`src/rtl/tempsens_pkg.sv`:
```
// Shared types and default constants for the ring-oscillator temperature
// sensor sequencer and its settle/timeout timer.
package tempsens_pkg;

  typedef enum logic [2:0] {
    ST_IDLE    = 3'd0,
    ST_WARMUP  = 3'd1,
    ST_ACCUM   = 3'd2,
    ST_CAPTURE = 3'd3,
    ST_HOLD    = 3'd4
  } state_e;

  localparam int DEF_N              = 8;
  localparam int DEF_SETTLE_CYCLES  = 16;
  localparam int DEF_TIMEOUT_CYCLES = 255;

  // Timer width large enough to hold the longer of the two load values.
  function automatic int timer_width(input int settle, input int timeout);
    int longest;
    longest = (settle > timeout) ? settle : timeout;
    return $clog2(longest + 1);
  endfunction

endpackage

```
`src/rtl/tempsens_timer.sv`:
```
// Loadable down-counter that stops at zero instead of wrapping. The zero
// flag is decoded from the count register, so it has no path from inputs.
module tempsens_timer #(
  parameter int W = 8
) (
  input  logic         clk,
  input  logic         reset,
  input  logic         load,
  input  logic [W-1:0] load_val,
  output logic         zero
);

  logic [W-1:0] count_q, count_d;

  // Reload on request, otherwise count down and hold once zero is reached.
  always_comb begin
    count_d = count_q;
    if (load) begin
      count_d = load_val;
    end else if (count_q != '0) begin
      count_d = count_q - W'(1);
    end
  end

  // Count register with synchronous active-low reset.
  always_ff @(posedge clk) begin
    if (!reset) begin
      count_q <= '0;
    end else begin
      count_q <= count_d;
    end
  end

  assign zero = (count_q == '0);

endmodule

```
`src/rtl/tempsens_sequencer.sv`:
```
// Measurement sequencer for the ring-oscillator temperature sensor: runs the
// oscillator through a settle period, enables the averager until its sum is
// ready, captures the result and offers it on a valid/ready handshake.
// Optional macro TEMPSENS_TIMEOUT_EN: abort ACCUM after TIMEOUT_CYCLES
// cycles without avg_ready and raise the sticky err_timeout flag.
module tempsens_sequencer
  import tempsens_pkg::*;
#(
  parameter int N              = DEF_N,
  parameter int SETTLE_CYCLES  = DEF_SETTLE_CYCLES,
  parameter int TIMEOUT_CYCLES = DEF_TIMEOUT_CYCLES
) (
  input  logic         clk,
  input  logic         reset,
  input  logic         start,
  input  logic         cont_mode,
  input  logic         stop,
  output logic         ro_en,
  output logic         avg_en,
  output logic         avg_sum_en,
  input  logic         avg_ready,
  input  logic [N-1:0] avg_result,
  output logic [N-1:0] result_data,
  output logic         result_valid,
  input  logic         result_ready,
  output logic         busy,
  output logic         err_timeout
);

  localparam int TW = timer_width(SETTLE_CYCLES, TIMEOUT_CYCLES);
  localparam logic [TW-1:0] SETTLE_LOAD = TW'(SETTLE_CYCLES - 1);
`ifdef TEMPSENS_TIMEOUT_EN
  localparam logic [TW-1:0] TIMEOUT_LOAD = TW'(TIMEOUT_CYCLES - 1);
`else
  localparam logic [TW-1:0] TIMEOUT_LOAD = '0;
`endif

  state_e       state_q, state_d;
  logic [N-1:0] result_data_q, result_data_d;
  logic         err_timeout_q, err_timeout_d;
  logic         ro_en_q, avg_en_q, avg_sum_en_q, result_valid_q, busy_q;
  logic         timer_load;
  logic [TW-1:0] timer_load_val;
  logic         timer_zero;

  tempsens_timer #(.W(TW)) u_timer (
    .clk      (clk),
    .reset    (reset),
    .load     (timer_load),
    .load_val (timer_load_val),
    .zero     (timer_zero)
  );

  // Next-state, capture and error-flag logic; stop overrides every transition.
  always_comb begin
    state_d       = state_q;
    result_data_d = result_data_q;
    err_timeout_d = err_timeout_q;
    case (state_q)
      ST_IDLE: begin
        if (start) begin
          state_d       = ST_WARMUP;
          err_timeout_d = 1'b0;
        end
      end
      ST_WARMUP: begin
        if (timer_zero) state_d = ST_ACCUM;
      end
      ST_ACCUM: begin
        if (avg_ready) begin
          state_d = ST_CAPTURE;
`ifdef TEMPSENS_TIMEOUT_EN
        end else if (timer_zero) begin
          state_d       = ST_IDLE;
          err_timeout_d = 1'b1;
`endif
        end
      end
      ST_CAPTURE: begin
        result_data_d = avg_result;
        state_d       = ST_HOLD;
      end
      ST_HOLD: begin
        if (result_ready) state_d = cont_mode ? ST_WARMUP : ST_IDLE;
      end
      default: state_d = ST_IDLE;
    endcase
    if (stop) begin
      state_d       = ST_IDLE;
      result_data_d = result_data_q;
      err_timeout_d = err_timeout_q;
    end
`ifndef TEMPSENS_TIMEOUT_EN
    err_timeout_d = 1'b0;
`endif
  end

  // Reload the timer on every state entry with that state's period.
  always_comb begin
    timer_load     = (state_d != state_q);
    timer_load_val = (state_d == ST_ACCUM) ? TIMEOUT_LOAD : SETTLE_LOAD;
  end

  // FSM state, captured data and registered outputs derived from next state.
  always_ff @(posedge clk) begin
    if (!reset) begin
      state_q        <= ST_IDLE;
      result_data_q  <= '0;
      err_timeout_q  <= 1'b0;
      ro_en_q        <= 1'b0;
      avg_en_q       <= 1'b0;
      avg_sum_en_q   <= 1'b0;
      result_valid_q <= 1'b0;
      busy_q         <= 1'b0;
    end else begin
      state_q        <= state_d;
      result_data_q  <= result_data_d;
      err_timeout_q  <= err_timeout_d;
      ro_en_q        <= (state_d == ST_WARMUP) || (state_d == ST_ACCUM);
      avg_en_q       <= (state_d == ST_ACCUM) || (state_d == ST_CAPTURE);
      avg_sum_en_q   <= (state_d == ST_ACCUM);
      result_valid_q <= (state_d == ST_HOLD);
      busy_q         <= (state_d != ST_IDLE);
    end
  end

  assign ro_en        = ro_en_q;
  assign avg_en       = avg_en_q;
  assign avg_sum_en   = avg_sum_en_q;
  assign result_valid = result_valid_q;
  assign busy         = busy_q;
  assign result_data  = result_data_q;
  assign err_timeout  = err_timeout_q;

endmodule

```
`config.mk`:
```
export PLATFORM = sky130hd
export DESIGN_NAME = tempsens_sequencer
export DESIGN_NICKNAME = d
export VERILOG_FILES = /design/src/rtl/tempsens_pkg.sv /design/src/rtl/tempsens_timer.sv /design/src/rtl/tempsens_sequencer.sv
export SDC_FILE = /design/constraint.sdc
export NUM_CORES = 1
export LEC_CHECK = 0
export ABC_AREA = 1
export CORE_MARGIN = 3
export CORE_UTILIZATION = 30
export CTS_CLUSTER_DIAMETER = 40
export CTS_CLUSTER_SIZE = 24
export DETAILED_ROUTE_END_ITERATION = 6
export PLACE_DENSITY_LB_ADDON = 0.3
export SLEW_MARGIN = 10
export SYNTH_ARGS = -nofsm -noshare
export SYNTH_HDL_FRONTEND = slang
export SYNTH_SLANG_ARGS = --single-unit
```
`constraint.sdc`:
```
create_clock -name clk -period 2.05 [get_ports clk]
set_input_delay 0.205 -clock clk [delete_from_list [all_inputs] [get_ports clk]]
set_output_delay 0.205 -clock clk [all_outputs]
set_load 0.01 [all_outputs]
```
==> results of run 1 <==
cell usage in the layout, fill, tap and decap left out, drive strengths merged:
master,n
clkdlybuf4s50,27
o21ai,9
a31oi,1
nand3,14
nor3b,1
dfxtp,24
o22ai,1
clkbuf,4
nor3,4
conb,1
nor2,40
ha,2
a31o,1
buf,3
a21oi,3
inv,18
xor2,6
nor4,2
nand2,26
registers in the layout, indices dropped and copies added, names as in the netlist:
signal / count
ro_en: 1
result_data: 8
avg_sum_en: 1
u_timer.count_q: 8
avg_en: 1
result_valid: 1
busy: 1
state_q: 3
per-stage QoR:
stage | instances | setup WS (ps)
after floorplan | 156 | 473
after detailed placement | 229 | 232
after CTS | 233 | 274
after global routing | 233 | 88.3
after global placement | 229 | 235
final | 233 | 279
layer usage:
layer  vias to the layer above  wire (um)  GRT usage (%)
li1                        552          -              -
met1                       445       1240           14.7
met2                        34        957           18.2
met3                         2        174           3.99
met4                         0         16           2.98
met5                         -          0              0
path summary, 6_finish.rpt:
kind	end	slack (ps)	depth (start not counted)
max	u_timer.count_q[0]$_SDFFE_PN0P_	280	13
min	result_data[4]$_SDFFE_PN0P_	510	3
max reg2reg	u_timer.count_q[0]$_SDFFE_PN0P_	280	13
min reg2reg	result_data[5]$_SDFFE_PN0P_	520	2
cell type report:
type	instances	share of cell area [%]
well taps	46	3.75
inverters	18	4.40
flip-flops and latches	24	31.3
repair buffers	30	19.1
clock buffers	4	3.59
multi-input cells	111	37.9
critical path: stages (launching register included):
cell     delay, ps
dfxtp_1        320
inv_1          100
ha_1           190
nand2_1         60
nor2_1         150
nand3_2        100
nand2_2        110
nand3_1         80
nand2_1        110
nor2_4          50
nand2_2        120
inv_1           50
nand2_1        130
o22ai_2         80
power by group:
group          switching (mW)  total [mW]  internal (mW)
combinational           0.434       0.731          0.297
clock                   0.144       0.316          0.171
sequential             0.0525       0.602          0.549
logic make-up after synthesis:
kind of cell	after synthesis
AO/OA/AOI/OAI	15
other	1
flip-flops	24
AND/OR/NAND/NOR	87
buffers and inverters	21
adder cells (fa/ha/maj)	2
XOR/XNOR	6
==> impl_metrics.tcl, run 1 <==
set metrics [dict create \
    grt_setup_unrepaired "false" \
    setup_tns_ps 0 \
    viasPerCell 4.43 \
    routed_wl_um 2390 \
    drc 0 \
    cts_buffers 3 \
    r2r-start "u_timer.count_q[0]$_SDFFE_PN0P_" \
    antenna_found_initial 0 \
    die-area_um2 4590 \
    stdcell_area_um2 1540 \
    grt_pass1_wl_um 4020 \
    multi_input_area_um2 582 \
    start_util_pct 32.8 \
    synth_common_cells "38 x nor2_1, 24 x dfxtp_1, 20 x nand2_1, 14 x inv_1, 12 x nand3_1" \
    h-tree-depth 1 \
    insertion_delay_ps 260 \
    fmax_ghz 0.565 \
    diodes 0 \
    power_density_nw_per_um2 1070 \
    synthSimpleGateAreaFrac_pct 35.7 \
    wl_per_cell_um 10.3 \
    final.period_utilization_pct 86.4 \
    avgSynthCellArea_um2 7.34 \
    top_level_ports 29 \
    fp.dieH_um 67.8 \
    portBuffers 27 \
    synth_seq_cells 24 \
    post_dp_cell_area_um2 1480 \
    whs_ps 515 \
    hold_buffers 0 \
    synth_most_common_cell "nor2_1" \
    endpoint_kind "register" \
    drive_above_1_share_pct 12.8 \
    yosysSeqAreaShare_pct 42.0 \
    core.rowCount 21 \
    hp-start "avg_result[4]" \
    status "finished, final reports clean" \
    start_kind "register" \
    synth_xor_area_share_pct 4.59 \
    gr-total-overflow 0 \
    critPathKind "reg2reg" \
    peakVddDrop_v 0.000513 \
    ys_types 27 \
    first_global_vias 955 \
    synthAdderAreaFrac_pct 2.19 \
    cts.sinks 24 \
    synth_top_family_by_area "simple AND/OR/NAND/NOR gates" \
    routabilityCongestion 0.865 \
    synthCells 156 \
    grt_max_degree 14 \
    async_flop_share_pct 0 \
    cts_tree "yes" \
    root_buffer "clkbuf_8" \
    synthFlopType "dfxtp_1" \
    synth_nets 173 \
    ctsLongestPathBuffers 2 \
    final_util_pct 43.9 \
    power_mw 1.65 \
    hpwl_um 1830 \
    ant_nets 0 \
    worstSetupStartpoint "u_timer.count_q[0]$_SDFFE_PN0P_" \
    setup_viol 0 \
    fillers 362 \
    grt_use_total_pct 11.5 \
    finalHoldViolCount 0 \
    cp.arrival_ps 1910 \
    synth_edf_count 0 \
    drv_slew 0 \
    leakage_nw 0.678 \
    clkTransAtPathRegs_ps 80 \
    cts_setup_buffers 0 \
    max_cap_violations 0 \
    coreArea_um2 3490 \
    hold_class "in2reg" \
    vias 1033 \
    area_growth_pct 34.1 \
    yosysWarnings 0 \
    fin_nets 205 \
    syn-cell-area_um2 1140 \
    critPathMaxFanout 5 \
    synth_top_area_share_pct 42.0 \
    cts.repair.resized 0 \
    synth_mux_area_share_pct 0 \
    worstPathRequired_ps 2190 \
    drt_pass1_iterations 4 \
    synth_top_area_cell "dfxtp_1" \
    synth_area_leaders "dfxtp_1 42%, nor2_1 12%, nand2_1 6.6%, nand3_1 5.2%, inv_1 4.6%" \
    seq_area_um2 480 \
    period_needed_ps 1770 \
    drtIter0Drc 42 \
    die_w_um 67.8 \
    clock_skew_ps 4.80 \
    synth-compound-area-share_pct 7.98 \
]
Power figures use the tool's default switching activity.
==> run 2, diff against run 1 <==
--- a/config.mk
+++ b/config.mk
@@ -11,6 +11,7 @@
 export CTS_CLUSTER_DIAMETER = 40
 export CTS_CLUSTER_SIZE = 24
 export DETAILED_ROUTE_END_ITERATION = 6
+export GPL_ROUTABILITY_DRIVEN = 0
 export PLACE_DENSITY_LB_ADDON = 0.3
 export SLEW_MARGIN = 10
 export SYNTH_ARGS = -nofsm -noshare
==> results of run 2 <==
No change in the layout: final DEF, timing and power equal those of run 1.
==> edit 1: new RTL, config.mk and constraints of run 2 <==
Set the package constant `DEF_TIMEOUT_CYCLES` to 510 (it was 255).
--- a/src/rtl/tempsens_pkg.sv
+++ b/src/rtl/tempsens_pkg.sv
@@ -12,7 +12,7 @@
 
   localparam int DEF_N              = 8;
   localparam int DEF_SETTLE_CYCLES  = 16;
-  localparam int DEF_TIMEOUT_CYCLES = 255;
+  localparam int DEF_TIMEOUT_CYCLES = 510;
 
   // Timer width large enough to hold the longer of the two load values.
   function automatic int timer_width(input int settle, input int timeout);
Formal check against the unedited RTL: same outputs for any inputs over 10 cycles, from zero or initial values and one cycle with reset low; that may be too few to reach the edited logic, so the function may still have changed.
==> edit 1 against run 2 <==
Synthesized area increased by 3.6%; total power up 8.3%; critical endpoint is now u_timer.count_q[2]$_SDFFE_PN0P_; sequential share of layout area up 0.052 points; non-clock buffer count increased by 3; global-route usage grew 0.75 points; via count grew 4.3%; clock skew is essentially flat; sequential power is 4.0% higher; first-iteration DRC count grew 55%; design area is 4.0% higher; sequential cell count increased by 1; routed wire length is 7.7% higher; setup slack got worse by 110 ps.
==> edit 1: results (changes against run 2) <==
| Metric | Value |
|---|---|
| Initial DRC Count | 65 (+55%) |
| Status | complete, no violations |
| Largest net degree at the start of global routing | 17 (+3) |
| First-pass GRT wire length | 4.34 mm (+7.9%) |
| Post-synth top cells | 32 x nor2_1, 25 x dfxtp_1, 20 x inv_1, 20 x nand2_1 |
| Placed instance area | 1530 um2 (+3.5%) |
| GRT Total Usage | 12.2% (+0.75 points) |
| Setup clock skew after layout | 4.90 ps (+0.106 ps) |
| Pre-CTS setup slack | 39.9 ps (-192 ps) |
| Vias per cell | 4.41 (-0.44%) |
| Area contributors post-synth | dfxtp_1 42%, nor2_1 10%, inv_1 6.3% |
| Critical-path maximum fanout | 8 (+3) |
| Reg clk slew, reported paths | 90 ps |
| Worst VDD drop | 0.506 mV (-1.4%) |
| Share of cells above drive strength 1 | 12.2% (-0.59 points) |
| Fin cells | 244 (+4.7%) |
| Nets | 214 (+4.4%) |
| Wire per inst | 10.5 um (+2.8%) |
| Power Density | 1120 nW/um2 (+4.1%) |
| Mapped Nets | 179 (+3.5%) |
| Combinational power share | 48.7% (+4.4 points) |
| Worst Hold Class | reg -> reg |
| Number of global-route vias before repair | 1019 (+6.7%) |
| Final HPWL DP | 1.98 mm (+8.3%) |
| Seq power | 0.626 mW (+4.0%) |
| Cell-internal power | 1.08 mW (+5.7%) |
| Leak Pwr | 0.718 nW (+5.9%) |
| Syn avg cell area | 7.32 um2 (-0.23%) |
| Sequential share of the synthesized area | 42.2% (+0.23 points) |
-- edit 1: cell count changes after synthesis, sizes merged, moves of 2 or more --
cell | run 2 | this run
nor2 | 40 | 34
inv | 18 | 23
o21ai | 9 | 11
nand3 | 14 | 12
nand4 | 0 | 4
nor3 | 4 | 7
-- edit 1: worst paths after layout --
kind | start | to | slack, ps | cells past startpoint
setup / recovery | u_timer.count_q[0]$_SDFFE_PN0P_ | u_timer.count_q[2]$_SDFFE_PN0P_ | 170 | 14
hold / removal | result_data[7]$_SDFFE_PN0P_ | result_data[7]$_SDFFE_PN0P_ | 510 | 2
setup reg to reg | u_timer.count_q[0]$_SDFFE_PN0P_ | u_timer.count_q[2]$_SDFFE_PN0P_ | 170 | 14
hold reg to reg | result_data[7]$_SDFFE_PN0P_ | result_data[7]$_SDFFE_PN0P_ | 510 | 2
-- edit 1: cells by family (layout without fill, tap and decap cells) --
group	Yosys count	count (layout)	share of synthesized area (%)
AO/OA/AOI/OAI	15	15	6.54
XOR/XNOR	7	7	5.17
adder cells (fa/ha/maj)	2	2	2.11
buffers and inverters	27	61	8.86
flip-flops	25	25	42.2
other	1	1	0.316
AND/OR/NAND/NOR	85	85	34.8
-- edit 1: routing by layer --
metal | share of wire (%) | vias up | wire (um) | track usage, %
li1 | - | 576 | - | -
met2 | 44 | 35 | 1130 | 19.6
met4 | 0.35 | 0 | 9 | 2.92
met3 | 9.0 | 2 | 231 | 5.67
met5 | 0 | - | 0 | 0
met1 | 47 | 464 | 1200 | 14.8
-- edit 1: layout make-up --
class                           count  area (um2)
Fill cell                         405        2150
Sequential cell                    25         500
Multi-Input combinational cell    110         586
Timing Repair Buffer               33         315
Tap cell                           48        60.1
Inverter                           24        90.1
Clock buffer                        4        45.0
==> edit 2: new RTL, config.mk and constraints of run 2 <==
Without the edit above. Register the input `cont_mode` before use, with the module's reset. The logic sees it one clock later. The other inputs are not delayed to match.
--- a/src/rtl/tempsens_sequencer.sv
+++ b/src/rtl/tempsens_sequencer.sv
@@ -29,6 +29,16 @@
 
   localparam int TW = timer_width(SETTLE_CYCLES, TIMEOUT_CYCLES);
   localparam logic [TW-1:0] SETTLE_LOAD = TW'(SETTLE_CYCLES - 1);
+
+  logic cont_mode_q;
+
+  always_ff @(posedge clk) begin
+    if (!reset) begin
+      cont_mode_q <= '0;
+    end else begin
+      cont_mode_q <= cont_mode;
+    end
+  end
 `ifdef TEMPSENS_TIMEOUT_EN
   localparam logic [TW-1:0] TIMEOUT_LOAD = TW'(TIMEOUT_CYCLES - 1);
 `else
@@ -81,7 +91,7 @@
         state_d       = ST_HOLD;
       end
       ST_HOLD: begin
-        if (result_ready) state_d = cont_mode ? ST_WARMUP : ST_IDLE;
+        if (result_ready) state_d = cont_mode_q ? ST_WARMUP : ST_IDLE;
       end
       default: state_d = ST_IDLE;
     endcase
Formal check against the unedited RTL: same outputs for any inputs over 10 cycles, from zero or initial values and one cycle with reset low; that may be too few to reach the edited logic, so the function may still have changed.
==> edit 2 against run 2 <==
Die area grew 1.6%; highest routed layer unchanged; design area grew 0.98%; critical endpoint is now u_timer.count_q[1]$_SDFFE_PN0P_; synthesized area is 1.7% higher; routed wire length down 2.9%; largest cell class unchanged; setup slack improved by 92 ps; clock power fell by 6%; total power fell by 5.5%; synthesized cell count unchanged; sequential cell count up 1.
==> edit 2: results (changes against run 2) <==
| Metric | Value |
|---|---|
| Status | complete, no violations |
| Synth Area in Compound Gates | 7.84% (-0.14 points) |
| Initial DRC Count | 31 (-26%) |
| GRT Total Usage | 11.6% (+0.11 points) |
| Vias per cell | 4.31 (-2.7%) |
| Hold slack | 466 ps (-48.5 ps) |
| Unique masters post-synth | 28 (+3.7%) |
| Post-Synth Adder-Cell Area | 2.15% (-0.038 points) |
| Wire per inst | 9.87 um (-3.7%) |
| Placed Instances | 231 (+0.87%) |
| Pre-CTS setup slack | 209 ps (-23.2 ps) |
| Fill count | 405 (+12%) |
| Placed instance area | 1500 um2 (+1.4%) |
| Number of global-route vias before repair | 968 (+1.4%) |
| Share of cells above drive strength 1 | 16.0% (+3.2 points) |
| First-pass GRT wire length | 4.09 mm (+1.7%) |
| Worst R2R Setup Slack | 370 ps (+90 ps) |
| Final HPWL DP | 1.84 mm (+0.93%) |
| Sequential share of power | 40.0% (+3.5 points) |
| Leak Pwr | 0.686 nW (+1.2%) |
| Largest net degree at the start of global routing | 16 (+2) |
| Min cycle time layout | 1680 ps (-92.4 ps) |
| Setup clock skew after layout | 7.99 ps (+3.19 ps) |
| Worst VDD drop | 0.366 mV (-29%) |
| Combinational power share | 40.9% (-3.4 points) |
| Area contributors post-synth | dfxtp_1 43%, nor2_1 13%, nand2_1 5.8% |
-- edit 2: cell count changes after synthesis, moves of 2 or more --
| cell | change |
|---|---|
| nor2_1 | +2 |
| inv_1 | -2 |
| nor2_2 | +2 |
| nand2_1 | -2 |
| xor2_1 | -3 |
| xnor2_1 | +2 |
| nor4_1 | -2 |
| nand3_1 | -3 |
| nand2_2 | +4 |
-- edit 2: path summary, 6_finish.rpt --
check / startpoint / endpoint
max: u_timer.count_q[0]$_SDFFE_PN0P_ / u_timer.count_q[1]$_SDFFE_PN0P_
min reg2reg: result_data[1]$_SDFFE_PN0P_ / result_data[1]$_SDFFE_PN0P_
max reg2reg: u_timer.count_q[0]$_SDFFE_PN0P_ / u_timer.count_q[1]$_SDFFE_PN0P_
min: cont_mode / cont_mode_q$_SDFF_PN0_
-- edit 2: cell families after synthesis --
family,count (synthesis)
xor gates and xnor gates,5
other,1
DFF,25
and+or+nand+nor,88
AOI/OAI and AO/OA,16
adders and majority gates,2
buffers and inverters,19
-- edit 2: routing by layer --
layer  up-vias  GRT usage (%)  routed length, um
met4         0           3.72                 29
met2        22           20.5               1060
li1        552              -                  -
met1       435           13.4               1130
met5         -              0                  0
met3         5           3.12                101
-- edit 2: metrics by stage --
step                      utilization, %  power, mW
after floorplan                        -       1.14
after global placement              40.7       1.28
after global routing                42.0       1.71
after detailed placement            40.7       1.27
final                               42.0       1.56
after CTS                           42.0       1.58
-- edit 2: layout make-up --
cell class                 instances  share of cell area [%]
clock inverter                     1                   0.484
tap                               48                    3.87
sequential                        25                    32.3
clock buffer                       3                    2.66
multi-input combinational        112                    37.9
inverter                          16                    3.87
timing repair buffer              30                    18.9
